### src/rtl/input_debounce_capture.sv
// ---------------------------------------------------------------------------
// input_debounce_capture
//
// Purpose:
//   Input-side front end between the board pins and the CPU input register
//   space. Each of NUM_IN raw buttons/switches is passed through a 2-flop
//   synchroniser and a per-bit 4-state debounce FSM. Accepted 0->1
//   transitions produce a single-cycle press pulse. Each press sets a sticky
//   pending flag, and sets a sticky overrun flag if pending was already set.
//   The CPU clears these flags with a one-cycle clear strobe plus a mask.
//
// Optional feature (macro RELEASE_EVT_EN):
//   When RELEASE_EVT_EN is defined, a release_pulse output is added. It
//   pulses for one cycle on each accepted 1->0 transition. Release events
//   also set pending/overrun under the same rules as presses.
//   When RELEASE_EVT_EN is not defined, the port does not exist and only
//   presses set pending.
//
// Ports:
//   clk           in   1       system clock
//   rst           in   1       asynchronous, active-low reset
//   raw_in        in   NUM_IN  asynchronous board inputs
//   clr_en        in   1       CPU clear strobe (one cycle)
//   clr_mask      in   NUM_IN  pending/overrun bits to clear when clr_en=1
//   stable_out    out  NUM_IN  debounced level (registered)
//   press_pulse   out  NUM_IN  one-cycle pulse per accepted 0->1 transition
//   release_pulse out  NUM_IN  one-cycle pulse per accepted 1->0 transition
//                              (present only with RELEASE_EVT_EN)
//   pending       out  NUM_IN  sticky event flag
//   overrun       out  NUM_IN  sticky: event arrived while pending was set
//   irq           out  1       registered OR of pending
// ---------------------------------------------------------------------------
module input_debounce_capture #(
    parameter int NUM_IN    = 4,
    parameter int CNT_W     = 16,
    parameter int DB_CYCLES = 50000
) (
    input  logic              clk,
    input  logic              rst,
    input  logic [NUM_IN-1:0] raw_in,
    input  logic              clr_en,
    input  logic [NUM_IN-1:0] clr_mask,
    output logic [NUM_IN-1:0] stable_out,
    output logic [NUM_IN-1:0] press_pulse,
`ifdef RELEASE_EVT_EN
    output logic [NUM_IN-1:0] release_pulse,
`endif
    output logic [NUM_IN-1:0] pending,
    output logic [NUM_IN-1:0] overrun,
    output logic              irq
);

    localparam logic [CNT_W-1:0] CNT_LAST = CNT_W'(DB_CYCLES - 1);
    localparam logic [CNT_W-1:0] CNT_ONE  = CNT_W'(1);

    typedef enum logic [1:0] {
        S0 = 2'd0,   // level 0, idle
        W1 = 2'd1,   // waiting to accept 1
        S1 = 2'd2,   // level 1, idle
        W0 = 2'd3    // waiting to accept 0
    } state_t;

    logic [NUM_IN-1:0] sync1_q;
    logic [NUM_IN-1:0] sync2_q;
    logic [NUM_IN-1:0] lvl;
    logic [NUM_IN-1:0] rise;
    logic [NUM_IN-1:0] fall;

    logic [NUM_IN-1:0] stable_q;
    logic [NUM_IN-1:0] press_q;
    logic [NUM_IN-1:0] release_q;
    logic [NUM_IN-1:0] pending_q;
    logic [NUM_IN-1:0] pending_d;
    logic [NUM_IN-1:0] overrun_q;
    logic [NUM_IN-1:0] overrun_d;
    logic              irq_q;
    logic [NUM_IN-1:0] set_evt;
    logic [NUM_IN-1:0] clr_vec;

    // Two-flop synchroniser; sync2_q is the only copy the FSMs look at.
    always_ff @(posedge clk or negedge rst) begin
        if (!rst) begin
            sync1_q <= '0;
            sync2_q <= '0;
        end else begin
            sync1_q <= raw_in;
            sync2_q <= sync1_q;
        end
    end

    for (genvar i = 0; i < NUM_IN; i++) begin : g_bit
        state_t           state_q;
        logic [CNT_W-1:0] cnt_q;
        logic             lvl_q;
        logic             rise_q;
        logic             fall_q;

        // The counter holds the number of consecutive cycles the
        // synchronised input has disagreed with the accepted level. It is
        // cleared on every state change. Acceptance happens when the
        // counter already reads DB_CYCLES-1 and the input still disagrees,
        // so the counter never needs to go past DB_CYCLES-1.
        always_ff @(posedge clk or negedge rst) begin
            if (!rst) begin
                state_q <= S0;
                cnt_q   <= '0;
                lvl_q   <= 1'b0;
                rise_q  <= 1'b0;
                fall_q  <= 1'b0;
            end else begin
                rise_q <= 1'b0;
                fall_q <= 1'b0;
                case (state_q)
                    S0: begin
                        if (sync2_q[i]) begin
                            state_q <= W1;
                            cnt_q   <= CNT_ONE;
                        end
                    end
                    W1: begin
                        if (!sync2_q[i]) begin
                            state_q <= S0;
                            cnt_q   <= '0;
                        end else if (cnt_q == CNT_LAST) begin
                            state_q <= S1;
                            cnt_q   <= '0;
                            lvl_q   <= 1'b1;
                            rise_q  <= 1'b1;
                        end else begin
                            cnt_q <= cnt_q + CNT_ONE;
                        end
                    end
                    S1: begin
                        if (!sync2_q[i]) begin
                            state_q <= W0;
                            cnt_q   <= CNT_ONE;
                        end
                    end
                    W0: begin
                        if (sync2_q[i]) begin
                            state_q <= S1;
                            cnt_q   <= '0;
                        end else if (cnt_q == CNT_LAST) begin
                            state_q <= S0;
                            cnt_q   <= '0;
                            lvl_q   <= 1'b0;
                            fall_q  <= 1'b1;
                        end else begin
                            cnt_q <= cnt_q + CNT_ONE;
                        end
                    end
                    default: begin
                        state_q <= S0;
                        cnt_q   <= '0;
                        lvl_q   <= 1'b0;
                    end
                endcase
            end
        end

        assign lvl[i]  = lvl_q;
        assign rise[i] = rise_q;
        assign fall[i] = fall_q;
    end

    // Events are the registered pulses themselves, so pending/irq land one
    // cycle after the pulse. A set in the same cycle as a clear wins.
    always_comb begin
        set_evt = press_q;
`ifdef RELEASE_EVT_EN
        set_evt = press_q | release_q;
`endif
        clr_vec   = {NUM_IN{clr_en}} & clr_mask;
        pending_d = set_evt | (pending_q & ~clr_vec);
        overrun_d = (set_evt & pending_q) | (overrun_q & ~clr_vec);
    end

    // Output register stage.
    always_ff @(posedge clk or negedge rst) begin
        if (!rst) begin
            stable_q  <= '0;
            press_q   <= '0;
            release_q <= '0;
            pending_q <= '0;
            overrun_q <= '0;
            irq_q     <= 1'b0;
        end else begin
            stable_q  <= lvl;
            press_q   <= rise;
            release_q <= fall;
            pending_q <= pending_d;
            overrun_q <= overrun_d;
            irq_q     <= |pending_d;
        end
    end

    assign stable_out  = stable_q;
    assign press_pulse = press_q;
`ifdef RELEASE_EVT_EN
    assign release_pulse = release_q;
`endif
    assign pending = pending_q;
    assign overrun = overrun_q;
    assign irq     = irq_q;

endmodule
### config.mk
export PLATFORM = sky130hd
export DESIGN_NAME = input_debounce_capture
export DESIGN_NICKNAME = d
export VERILOG_FILES = /design/src/rtl/input_debounce_capture.sv
export SDC_FILE = /design/constraint.sdc
export NUM_CORES = 1
export LEC_CHECK = 0
export BUFFER_PORTS_ARGS = -buffer_cell sky130_fd_sc_hd__buf_2
export CORE_MARGIN = 2
export CORE_UTILIZATION = 65
export DETAILED_ROUTE_END_ITERATION = 10
export PLACE_DENSITY = 0.84
export SLEW_MARGIN = 20
export SYNTH_ARGS = -nofsm -noshare
export SYNTH_HDL_FRONTEND = slang
export SYNTH_SLANG_ARGS = --single-unit
### constraint.sdc
create_clock -name clk -period 3.9 [get_ports clk]
set_input_delay 0.39 -clock clk [delete_from_list [all_inputs] [get_ports clk]]
set_output_delay 0.39 -clock clk [all_outputs]
set_load 0.01 [all_outputs]
=== Word-level counts from Yosys, hierarchy flattened ===
Cells that the tools add are included.
Widths: inputs -> output; s select.

* Bits of input ports: 11
* Register bits after elaboration: 105
* Output and inout bits: 17
* Logic and storage cells: 187

* Add/sub/neg operators: 4
* Bitwise gates (word level): 7
* Equal/unequal tests: 48
* Reduce and logical (&&, ||, !) cells: 21
* Multiplexer cells: 84

{| class="wikitable"
|+ Operators with widths
! kind !! count
|-
| $mux 16 || 20
|-
| $pmux 16 s4 || 4
|-
| $add 16x1->16 const B || 4
|-
| $eq 16x16->1 const B || 4
|-
| $mux 2 || 24
|-
| $ne 2x2->1 const B || 24
|-
| $pmux 2 s4 || 4
|-
| $mux 1 || 28
|-
| $ne 3x3->1 const B || 8
|-
| $reduce_and 5->1 || 4
|-
| $and 4x4->4 || 4
|-
| $eq 2x2->1 const B || 8
|-
| $reduce_and 4->1 || 4
|-
| $eq 2x1->1 const B || 4
|-
| $logic_not 2->1 || 4
|-
| $or 4x4->4 || 2
|-
| $pmux 1 s2 || 4
|-
| $reduce_and 2->1 || 4
|-
| $reduce_bool 2->1 || 4
|-
| $not 4->4 || 1
|-
| $reduce_or 4->1 || 1
|}

=== Longest topological paths before layout ===
* Depth after elaboration: 5
* Mapped depth: 8
* Gate-level depth less buffers: 6

=== Least setup slack after synthesis ===
OpenSTA, ideal clock, no wires.

* Kind: register to register
* Start: reg g_bit[3].cnt_q[7]
* End: reg (tool-made name)
* Library setup time: 125 ps
* Data required time: 3775 ps
* Arrival: 1915 ps
* Path buffers: 2
* Clock period less this slack: 2040 ps
* Stages on the path, launching flop included: 8
* Setup slack: 1860 ps
* Cell sequence: dfrtp_1 > buf_6 > or4b_1 > nor4_4 > or2_1 > buf_6 > nand2_2 > mux2_4

{| class="wikitable"
|+ RTL lines
! what !! line !! source
|-
| start: declaration || 93 || <nowiki>logic [CNT_W-1:0] cnt_q;</nowiki>
|-
| start signal: assignment || 130 || <nowiki>cnt_q <= cnt_q + CNT_ONE;</nowiki>
|-
| start signal: assignment || 149 || <nowiki>cnt_q <= cnt_q + CNT_ONE;</nowiki>
|}

=== Final worst setup path ===
* Start: reg g_bit[0].cnt_q[0]
* End: reg g_bit[0].cnt_q[12]

* Longest elaborated chain between the ends: 4
* Elaborated cells on any way between the ends: 6
* Classes of those cells: 1 x add/sub; 1 x eq/ne; 4 x mux

{| class="wikitable"
|+ Ends and longest elaborated chain
! what !! line !! source
|-
| start: declaration || 93 ||
|-
| start signal: assignment || 130 ||
|-
| start signal: assignment || 149 ||
|-
| $add 16x1->16 or $eq 16x16->1 (tied branches) || -- ||
|-
| $mux 16 (*) || 124, 143 ||
|-
| $mux 16 (on tied branches) || 140, 121 ||
|-
| $pmux 16 s4 (*) || 113 || <nowiki>case (state_q)</nowiki>
|}

Every way passes the cells marked *; elsewhere a longest branch is shown, timed or not.
A chain may end at the register's enable or synchronous reset.

==> results.ini <==
[cells_and_area]
insertedDiodeCount=0
final_common_cell=dfrtp_1
final_nets=540
layout-drive-gt1-share_pct=12.1
stdcell_count=629
area_delta_synth_final_pct=8.18
final_cell_area_um2=5410
layout_common_cells=105 x dfrtp_1, 54 x nand2_1, 42 x nor2_1
fill_cells=521

[placed_design]
post_dp_cell_area_um2=5170
dpl.cell_count=612
gp_congestion=0.885
port_buffers=27
post-dp-hpwl_um=6710
place_ws_ns=1.46

[die]
rows=31
io_pins=28
initial_core_util_pct=67.9
die-height_um=91.7
fp.dieW_um=91.7
die-area_um2=8420
core_area_um2=7370

[synth]
ys_top_cells_by_area=dfrtp_1 53%, nand2_1 4.1%, a31oi_1 3.5%
yosysTopAreaCell=dfrtp_1
synth_seq_area_share_pct=52.5
syn_inst=502
synthDistinctLibCells=59
netlist.area_leader.share_pct=52.5
syn_area_um2=5000
synth-edff-count=0
ys_ff_latch=105
syn_avg_cell_area_um2=9.97
ys_async_sr_fraction_pct=100
synth_nets=517
ys.flop_type=dfrtp_1
ys_warn_count=0

[clock_network]
tritoncts=yes
cts-buffers-inserted=9
clk_latency_ns=0.36
cts_buffer_depth=2
cts_sinks=105
cts_root_buffer=clkbuf_8
post_cts_resized=0
cts.clk_slew.worst_paths_ns=0.09
cts_max_level=3

[worst_hold_path]
hp-class=input pin to flip-flop

[sta]
finalHoldViolCount=0
rsz0062_at_grt=false
maxSlewViolCount=0
fin_crit_sh_pct=60.9
fin_tns_setup_ns=0
tightestPinTransition_ns=0.929
setup_violations=0
maxSlewHeadroom_pct=38.0
fmax_ghz=0.421
setup_ws_ns=1.53
finalClockSkew_ns=0.0106
min_period_ns=2.37

[routing]
routed_wl_um=9820
final_antenna_net_count=0
vias=3927
viasPerCell=6.24
dr.pass1.iters=4
wire_per_inst_um=15.6
drc=0
drtIter0Drc=176

[worst_setup_path]
max_stage_delay_ns=0.73
critPathKind=flip-flop to flip-flop
endpoint_kind=flip-flop
cp.required_ns=4.18
critPathTopFamily=simple AND/OR/NAND/NOR gates
critPathMaxFanout=27
path_buf_inv=0
worstSetupStartpointType=flip-flop
cp_slowest_cell=nor2_2
path_cells=ha_1, nand3_1, nor4_4, nor2_2, o21ai_0, a31oi_1
cp.arrival_ns=2.66

[grt]
antenna_found_initial=0
grt_max_degree=58
grt_pass1_vias=3682
grt_pass1_wl_um=17200
grt_usage_pct=25.3
overflow=0

[power_and_ir_drop]
cellPowerDensity_nw_per_um2=410
finalPower_w=0.00222
leakagePower_nw=2.49
ir_drop_mv=0.373

[status]
status=finished, final reports clean

[run]
maxCapViolCount=0

cells in the mapped netlist (9+ instances only):
master / instances
a21o_1: 10
a21oi_1: 24
a22o_1: 12
a31oi_1: 28
and3_1: 9
clkbuf_1: 9
dfrtp_1: 105
inv_1: 15
nand2_1: 54
nand3_1: 30
nand4_1: 15
nor2_1: 43
nor3_1: 9
o21ai_0: 30
xor2_1: 13
cells by family after synthesis:
family	count (synthesis)	share of synthesized area, %
AND/OR/NAND/NOR	215	23.5
AO/OA/AOI/OAI	125	15.9
flip-flops	105	52.5
buffers and inverters	33	3.30
XOR/XNOR	15	2.63
multiplexers	5	1.15
adder cells (fa/ha/maj)	4	1.00
layer usage:
metal  GRT usage, %  part of all wire (%)
met1           36.6                    45
met2           39.2                    48
met3           4.77                   5.6
met4           8.08                   1.2
met5              0                     0
state kept, by name (all words and copies together), names as in the netlist, named ones only:
name	flops
g_bit.state_q	4
stable_out	4
irq	1
sync1_q	4
sync2_q	4
pending	4
press_pulse	4
overrun	4
g_bit.lvl_q	4
g_bit.cnt_q	64
g_bit.rise_q	4
area by class of cell:
cell class              count  area, µm²  area share (%)
repair buffers             30        163            3.01
clock buffers              12        155            2.87
flip-flops and latches    105       2630            48.5
inverters                  15       56.3            1.04
clock inverters             4       73.8            1.36
multi-input cells         364       2210            40.9
well taps                  99        124            2.29
worst reg2reg max path, cell delays in order, from the launching register on:
cell	delay, ns
dfrtp_1	0.46
ha_1	0.30
nand3_1	0.21
nor4_4	0.10
nor2_2	0.73
o21ai_0	0.25
a31oi_1	0.24
final timing paths:
check	endpoint	depth (start not counted)	slack, ns	from
worst max-delay path	g_bit[0].cnt_q[12]	6	1.53	g_bit[0].cnt_q[0]
worst min-delay path	sync1_q[0]	1	0.12	raw_in[0]
worst max register to register	g_bit[0].cnt_q[12]	6	1.53	g_bit[0].cnt_q[0]
worst min register to register	press_pulse[2]	0	0.35	g_bit[2].rise_q
max in group asynchronous	sync2_q[2]	3	2.53	rst
min in group asynchronous	g_bit[2].cnt_q[8]	2	0.42	rst
timing repair:
action                                 4_1_cts  5_1_grt
buffers inserted                             0        0
endpoints found under the hold margin       16        0
hold buffers                                 1        0
stage by stage:
step / hold slack, ns / util (%)
after floorplan: 0.0944 / -
after global placement: 0.267 / 70.2
after detailed placement: 0.267 / 70.2
after CTS: 0.108 / 73.4
after global routing: 0.112 / 73.4
final: 0.125 / 73.4
power breakdown:
| group | total, W | switching, W | internal [W] |
|---|---|---|---|
| sequential | 0.00118 | 0.0000561 | 0.00113 |
| clock | 0.000749 | 0.000350 | 0.000398 |
| combinational | 0.000286 | 0.000192 | 0.0000943 |
No activity file was read; power rests on OpenSTA's default activity.
